===== src/rtl/adc_phase_sampler.sv =====
// Time-multiplexed RED / IR / DARK LED sequencer with windowed ADC averaging.
// Publishes ambient-subtracted RED and IR averages once per frame with a one-cycle strobe.
module adc_phase_sampler #(
    parameter int unsigned PHASE_CYCLES  = 10,
    parameter int unsigned SETTLE_CYCLES = 4,
    parameter int unsigned AVG_LOG2      = 2
) (
    input  logic       CLK,
    input  logic       rst,
    input  logic       enable,
    input  logic [7:0] ADC,
    output logic       LED_RED,
    output logic       LED_IR,
    output logic [7:0] RED_ADC_Value,
    output logic [7:0] IR_ADC_Value,
    output logic [7:0] DARK_ADC_Value,
    output logic       sample_valid
);
    localparam int unsigned N  = 1 << AVG_LOG2;
    localparam int unsigned CW = (PHASE_CYCLES > 1) ? $clog2(PHASE_CYCLES) : 1;
    localparam int unsigned AW = 8 + AVG_LOG2;

    localparam logic [CW-1:0] WinLo   = CW'(SETTLE_CYCLES);
    localparam logic [CW-1:0] WinHi   = CW'(SETTLE_CYCLES + N - 1);
    localparam logic [CW-1:0] LastCnt = CW'(PHASE_CYCLES - 1);

    if (SETTLE_CYCLES + N > PHASE_CYCLES) begin : g_bad_params
        $error("adc_phase_sampler: SETTLE_CYCLES + 2**AVG_LOG2 exceeds PHASE_CYCLES");
    end

    typedef enum logic [1:0] {StIdle, StRed, StIr, StDark} state_e;

    state_e        state;
    logic [CW-1:0] phase_cnt;
    logic [AW-1:0] red_acc, ir_acc, dark_acc;

    logic          in_win;
    logic [AW-1:0] dark_sum;
    logic [7:0]    red_avg, ir_avg, dark_avg;

    // The dark sum includes this edge's sample so a window ending on the last cycle counts.
    always_comb begin
        in_win   = (phase_cnt >= WinLo) && (phase_cnt <= WinHi);
        dark_sum = dark_acc;
        if (state == StDark && in_win) begin
            dark_sum = dark_acc + AW'(ADC);
        end
        red_avg  = 8'(red_acc >> AVG_LOG2);
        ir_avg   = 8'(ir_acc >> AVG_LOG2);
        dark_avg = 8'(dark_sum >> AVG_LOG2);
    end

    always_ff @(posedge CLK or posedge rst) begin
        if (rst) begin
            state          <= StIdle;
            phase_cnt      <= '0;
            red_acc        <= '0;
            ir_acc         <= '0;
            dark_acc       <= '0;
            LED_RED        <= 1'b0;
            LED_IR         <= 1'b0;
            RED_ADC_Value  <= '0;
            IR_ADC_Value   <= '0;
            DARK_ADC_Value <= '0;
            sample_valid   <= 1'b0;
        end else begin
            sample_valid <= 1'b0;
            if (state == StIdle || !enable) begin
                // Idle or abort: drop any partial frame, published values hold.
                phase_cnt <= '0;
                red_acc   <= '0;
                ir_acc    <= '0;
                dark_acc  <= '0;
                LED_IR    <= 1'b0;
                if (state == StIdle && enable) begin
                    state   <= StRed;
                    LED_RED <= 1'b1;
                end else begin
                    state   <= StIdle;
                    LED_RED <= 1'b0;
                end
            end else begin
                if (in_win) begin
                    unique case (state)
                        StRed:   red_acc  <= red_acc + AW'(ADC);
                        StIr:    ir_acc   <= ir_acc + AW'(ADC);
                        StDark:  dark_acc <= dark_sum;
                        default: ;
                    endcase
                end
                if (phase_cnt == LastCnt) begin
                    phase_cnt <= '0;
                    unique case (state)
                        StRed: begin
                            state   <= StIr;
                            LED_RED <= 1'b0;
                            LED_IR  <= 1'b1;
                        end
                        StIr: begin
                            state  <= StDark;
                            LED_IR <= 1'b0;
                        end
                        StDark: begin
                            state          <= StRed;
                            LED_RED        <= 1'b1;
                            DARK_ADC_Value <= dark_avg;
                            RED_ADC_Value  <= (red_avg >= dark_avg) ? red_avg - dark_avg : 8'd0;
                            IR_ADC_Value   <= (ir_avg >= dark_avg) ? ir_avg - dark_avg : 8'd0;
                            sample_valid   <= 1'b1;
                            red_acc        <= '0;
                            ir_acc         <= '0;
                            dark_acc       <= '0;
                        end
                        default: ;
                    endcase
                end else begin
                    phase_cnt <= phase_cnt + CW'(1);
                end
            end
        end
    end
endmodule


===== config.mk =====
export PLATFORM = sky130hd
export DESIGN_NAME = adc_phase_sampler
export DESIGN_NICKNAME = d
export VERILOG_FILES = /design/src/rtl/adc_phase_sampler.sv
export SDC_FILE = /design/constraint.sdc
export NUM_CORES = 1
export LEC_CHECK = 0
export ABC_AREA = 1
export ABC_CLOCK_PERIOD_IN_PS = 8600
export CORE_UTILIZATION = 30
export DETAILED_ROUTE_END_ITERATION = 16
export GPL_TIMING_DRIVEN = 0
export SYNTH_ARGS = -nofsm -noshare
export SYNTH_HDL_FRONTEND = slang
export SYNTH_SLANG_ARGS = --single-unit

===== constraint.sdc =====
create_clock -name CLK -period 8.6 [get_ports CLK]
set_input_delay 1.29 -clock CLK [delete_from_list [all_inputs] [get_ports CLK]]
set_output_delay 1.29 -clock CLK [all_outputs]
set_load 0.05 [all_outputs]

==> qor.yml <==
outcome: "finished with violations"
violations: "design-rule violations"
post-synth-top-count-cell: "nand2_1"
gp_congestion: 0.8249
rsz0062_at_grt: "false"
areaGrowthSynthToFinish_pct: 19.52
syn-num-nets: 661
syn_area_per_cell_um2: 7.550
drc: 4
leakage_nw: 2.842
cts_hold_buf: 0
rrSetupSlack_ns: 5.17
synth_area_leader_cell: "dfrtp_1"
port_buffers: 37
synth_top_area_share_pct: 34.40
fin_hold_ws_ns: 0.4752
timing.critical_path.fanout_max: 8
cts_buffers: 9
ir_drop_v: 0.0001009
min_to: "RED_ADC_Value[5]"
clk_path_buf_depth: 2
std_cell_rows: 44
grt_pass1_wl_um: 19190
reg2reg_from: "dark_acc[0]"
worstPathArrival_ns: 4.77
dpl_worst_slack_ns: 3.773
hold_viol: 0
ios: 38
die_area_mm2: 0.01578
crit_path_start_kind: "input pin"
post_cts_resized: 0
ys_seq_area_share_pct: 34.40
reg2reg_depth: 15
synth_seq_cells: 63
h-tree-depth: 3
cap_viol_max_count: 0
grt_max_degree: 64
critPathKind: "input pin to flop"
p_int_uw: 610.1
hpwl_um: 8942
tns_ns: 0
gr-total-overflow: 0
root_buffer: "clkbuf_16"
fill_cells: 1540
clk-insertion-delay-late_ns: 0.34
diodes: 0
worst_pin_slew_ns: 0.8122
cts_tree: "done"
synth-edff-count: 0
final_area_mm2: 0.005478
synthCells: 607
combPwrFrac_pct: 23.9
die_w_um: 125.6
clkPwrFrac_pct: 40.2
yosys_warnings: 0
power_density_mw_per_mm2: 165.6
cts.sinks: 63
vias: 4058
min_period_ns: 4.547
required_ns: 8.82
hold_class: "flop to flop"
die_y_um: 125.6
post_cts_buffers: 0
drv_slew: 0
hp-start: "RED_ADC_Value[5]"
fmax_mhz: 219.9
grt_pass1_vias: 3778
min_period_over_period_pct: 52.87
final-setup-viol-count: 0
dr.pass1.iters: 11
relSlewSlack_pct: 45.28
reg2reg_to: "RED_ADC_Value[3]"
dpl.cell_count: 828
drt_iter0_drc: 359
final_layout_size_suffix_gt1_share_pct: 8.485
antenna_found_initial: 0
synth_commonest_cells: "nand2_1, inv_1, dfrtp_1"
core-area_mm2: 0.01470
synth_top_flop_cell: "dfrtp_1"
stdcell_count: 844
critPathLaunch: "ADC[0]"
power_switching_uw: 297.1
utilization_pct: 37.27
initial_core_util_pct: 31.18
hold_depth: 2
netlist_area_mm2: 0.004583
grtUsageTotal_pct: 15.85
vias_per_cell: 4.808
ys_types: 40
drt_wl_total_um: 11670
synthArstFlopShare_pct: 100.0
ant_nets: 0
clkTransAtPathRegs_ns: 0.05
fin_ws_ns: 4.053
place_area_mm2: 0.005186
fin_nets: 709
critical_path.endpoint_type: "flop"
netSwitchingFraction_pct: 32.75
p_total_uw: 907.1
finClkSkew_ns: 0.004618
wire_per_inst_um: 13.82
synth.area.top_cells: "dfrtp_1, nand2_1, ha_1"
power_frac_seq_pct: 35.9
[metal layers]
layer  share of wire, %  up-vias  track usage [%]
li1                   -     2072                -
met1                 51     1886            22.08
met2                 43       86            24.51
met3                4.3       14            3.766
met4                1.2        0            4.089
met5                  0        -                0
[critical path, cell delays in order]
cell and delay (ns):
clkdlybuf4s50_1 0.50, ha_1 0.30, fa_1 0.41, xnor2_1 0.14, o21ai_0 0.66, ha_1 0.33, fa_1 0.23, nor2_1 0.06
o21ai_0 0.21, nand3_1 0.13, nand2_1 0.09, nand2_1 0.05, nand2_1 0.07, nand2_2 0.12, nand3b_1 0.13, nand2_1 0.05
[how the worst max path moves through the flow]
| stage | cells past startpoint | end | slack (ns) |
|---|---|---|---|
| CTS | 16 | RED_ADC_Value[3] | 4.11 |
| finish | 16 | RED_ADC_Value[3] | 4.05 |
| floorplan | 17 | RED_ADC_Value[5] | 4.92 |
| global placement | 16 | RED_ADC_Value[3] | 3.79 |
| global route | 16 | RED_ADC_Value[7] | 3.89 |
| detailed placement | 16 | RED_ADC_Value[3] | 3.77 |
[layout make-up]
class                   count  area (um^2)  area share (%)
inverters                  88        335.3           6.122
well taps                 184        230.2           4.203
plain buffers               9        45.04          0.8223
multi-input cells         447         2629           47.99
repair buffers             37        370.4           6.761
clock inverters             4        45.04          0.8223
clock buffers              12        246.5           4.500
flip-flops and latches     63         1577           28.78
[registers in the layout, indices dropped and copies added (netlist names)]
name / count
DARK_ADC_Value: 8
IR_ADC_Value: 8
LED_IR: 1
LED_RED: 1
RED_ADC_Value: 8
dark_acc: 10
ir_acc: 10
phase_cnt: 4
red_acc: 10
sample_valid: 1
state: 2
[power groups by stage]
stage                     clock network (mW)  registers [mW]  logic [mW]
after floorplan                            0           0.344       0.135
after global placement                     0           0.330       0.215
after detailed placement                   0           0.331       0.217
after CTS                              0.377           0.326       0.219
after global routing                   0.387           0.328       0.242
final                                  0.364           0.326       0.217
[kinds of logic (layout without fill, tap and decap cells)]
family                     Yosys count  in the layout  synth area share [%]
xor gates and xnor gates            23             23                 4.395
AOI/OAI and AO/OA                   94             94                 11.60
DFF                                 63             63                 34.40
buffers and inverters               97            150                 8.245
adders and majority gates           43             43                 12.56
and+or+nand+nor                    287            287                 28.80
[cells in the final DEF (no fill, tap or decap), types with 4 or more instances in the layout]
cell | netlist | routed
nand2_1 | 160 | 160
inv_1 | 81 | 80
dfrtp_1 | 63 | 63
nand3_1 | 48 | 48
nor2_1 | 38 | 38
ha_1 | 38 | 38
a21oi_1 | 37 | 37
clkdlybuf4s50_1 | 0 | 37
o21ai_0 | 29 | 29
xnor2_1 | 14 | 14
nand2_2 | 11 | 11
xor2_1 | 9 | 9
clkbuf_16 | 0 | 9
clkbuf_1 | 5 | 7
nand3b_1 | 7 | 7
inv_2 | 6 | 6
nand3_2 | 6 | 6
nor2_2 | 5 | 5
o21bai_1 | 5 | 5
o211ai_1 | 5 | 5
fa_1 | 5 | 5
o21ai_1 | 4 | 4
a211oi_1 | 4 | 4
Power figures use the tool's default switching activity.
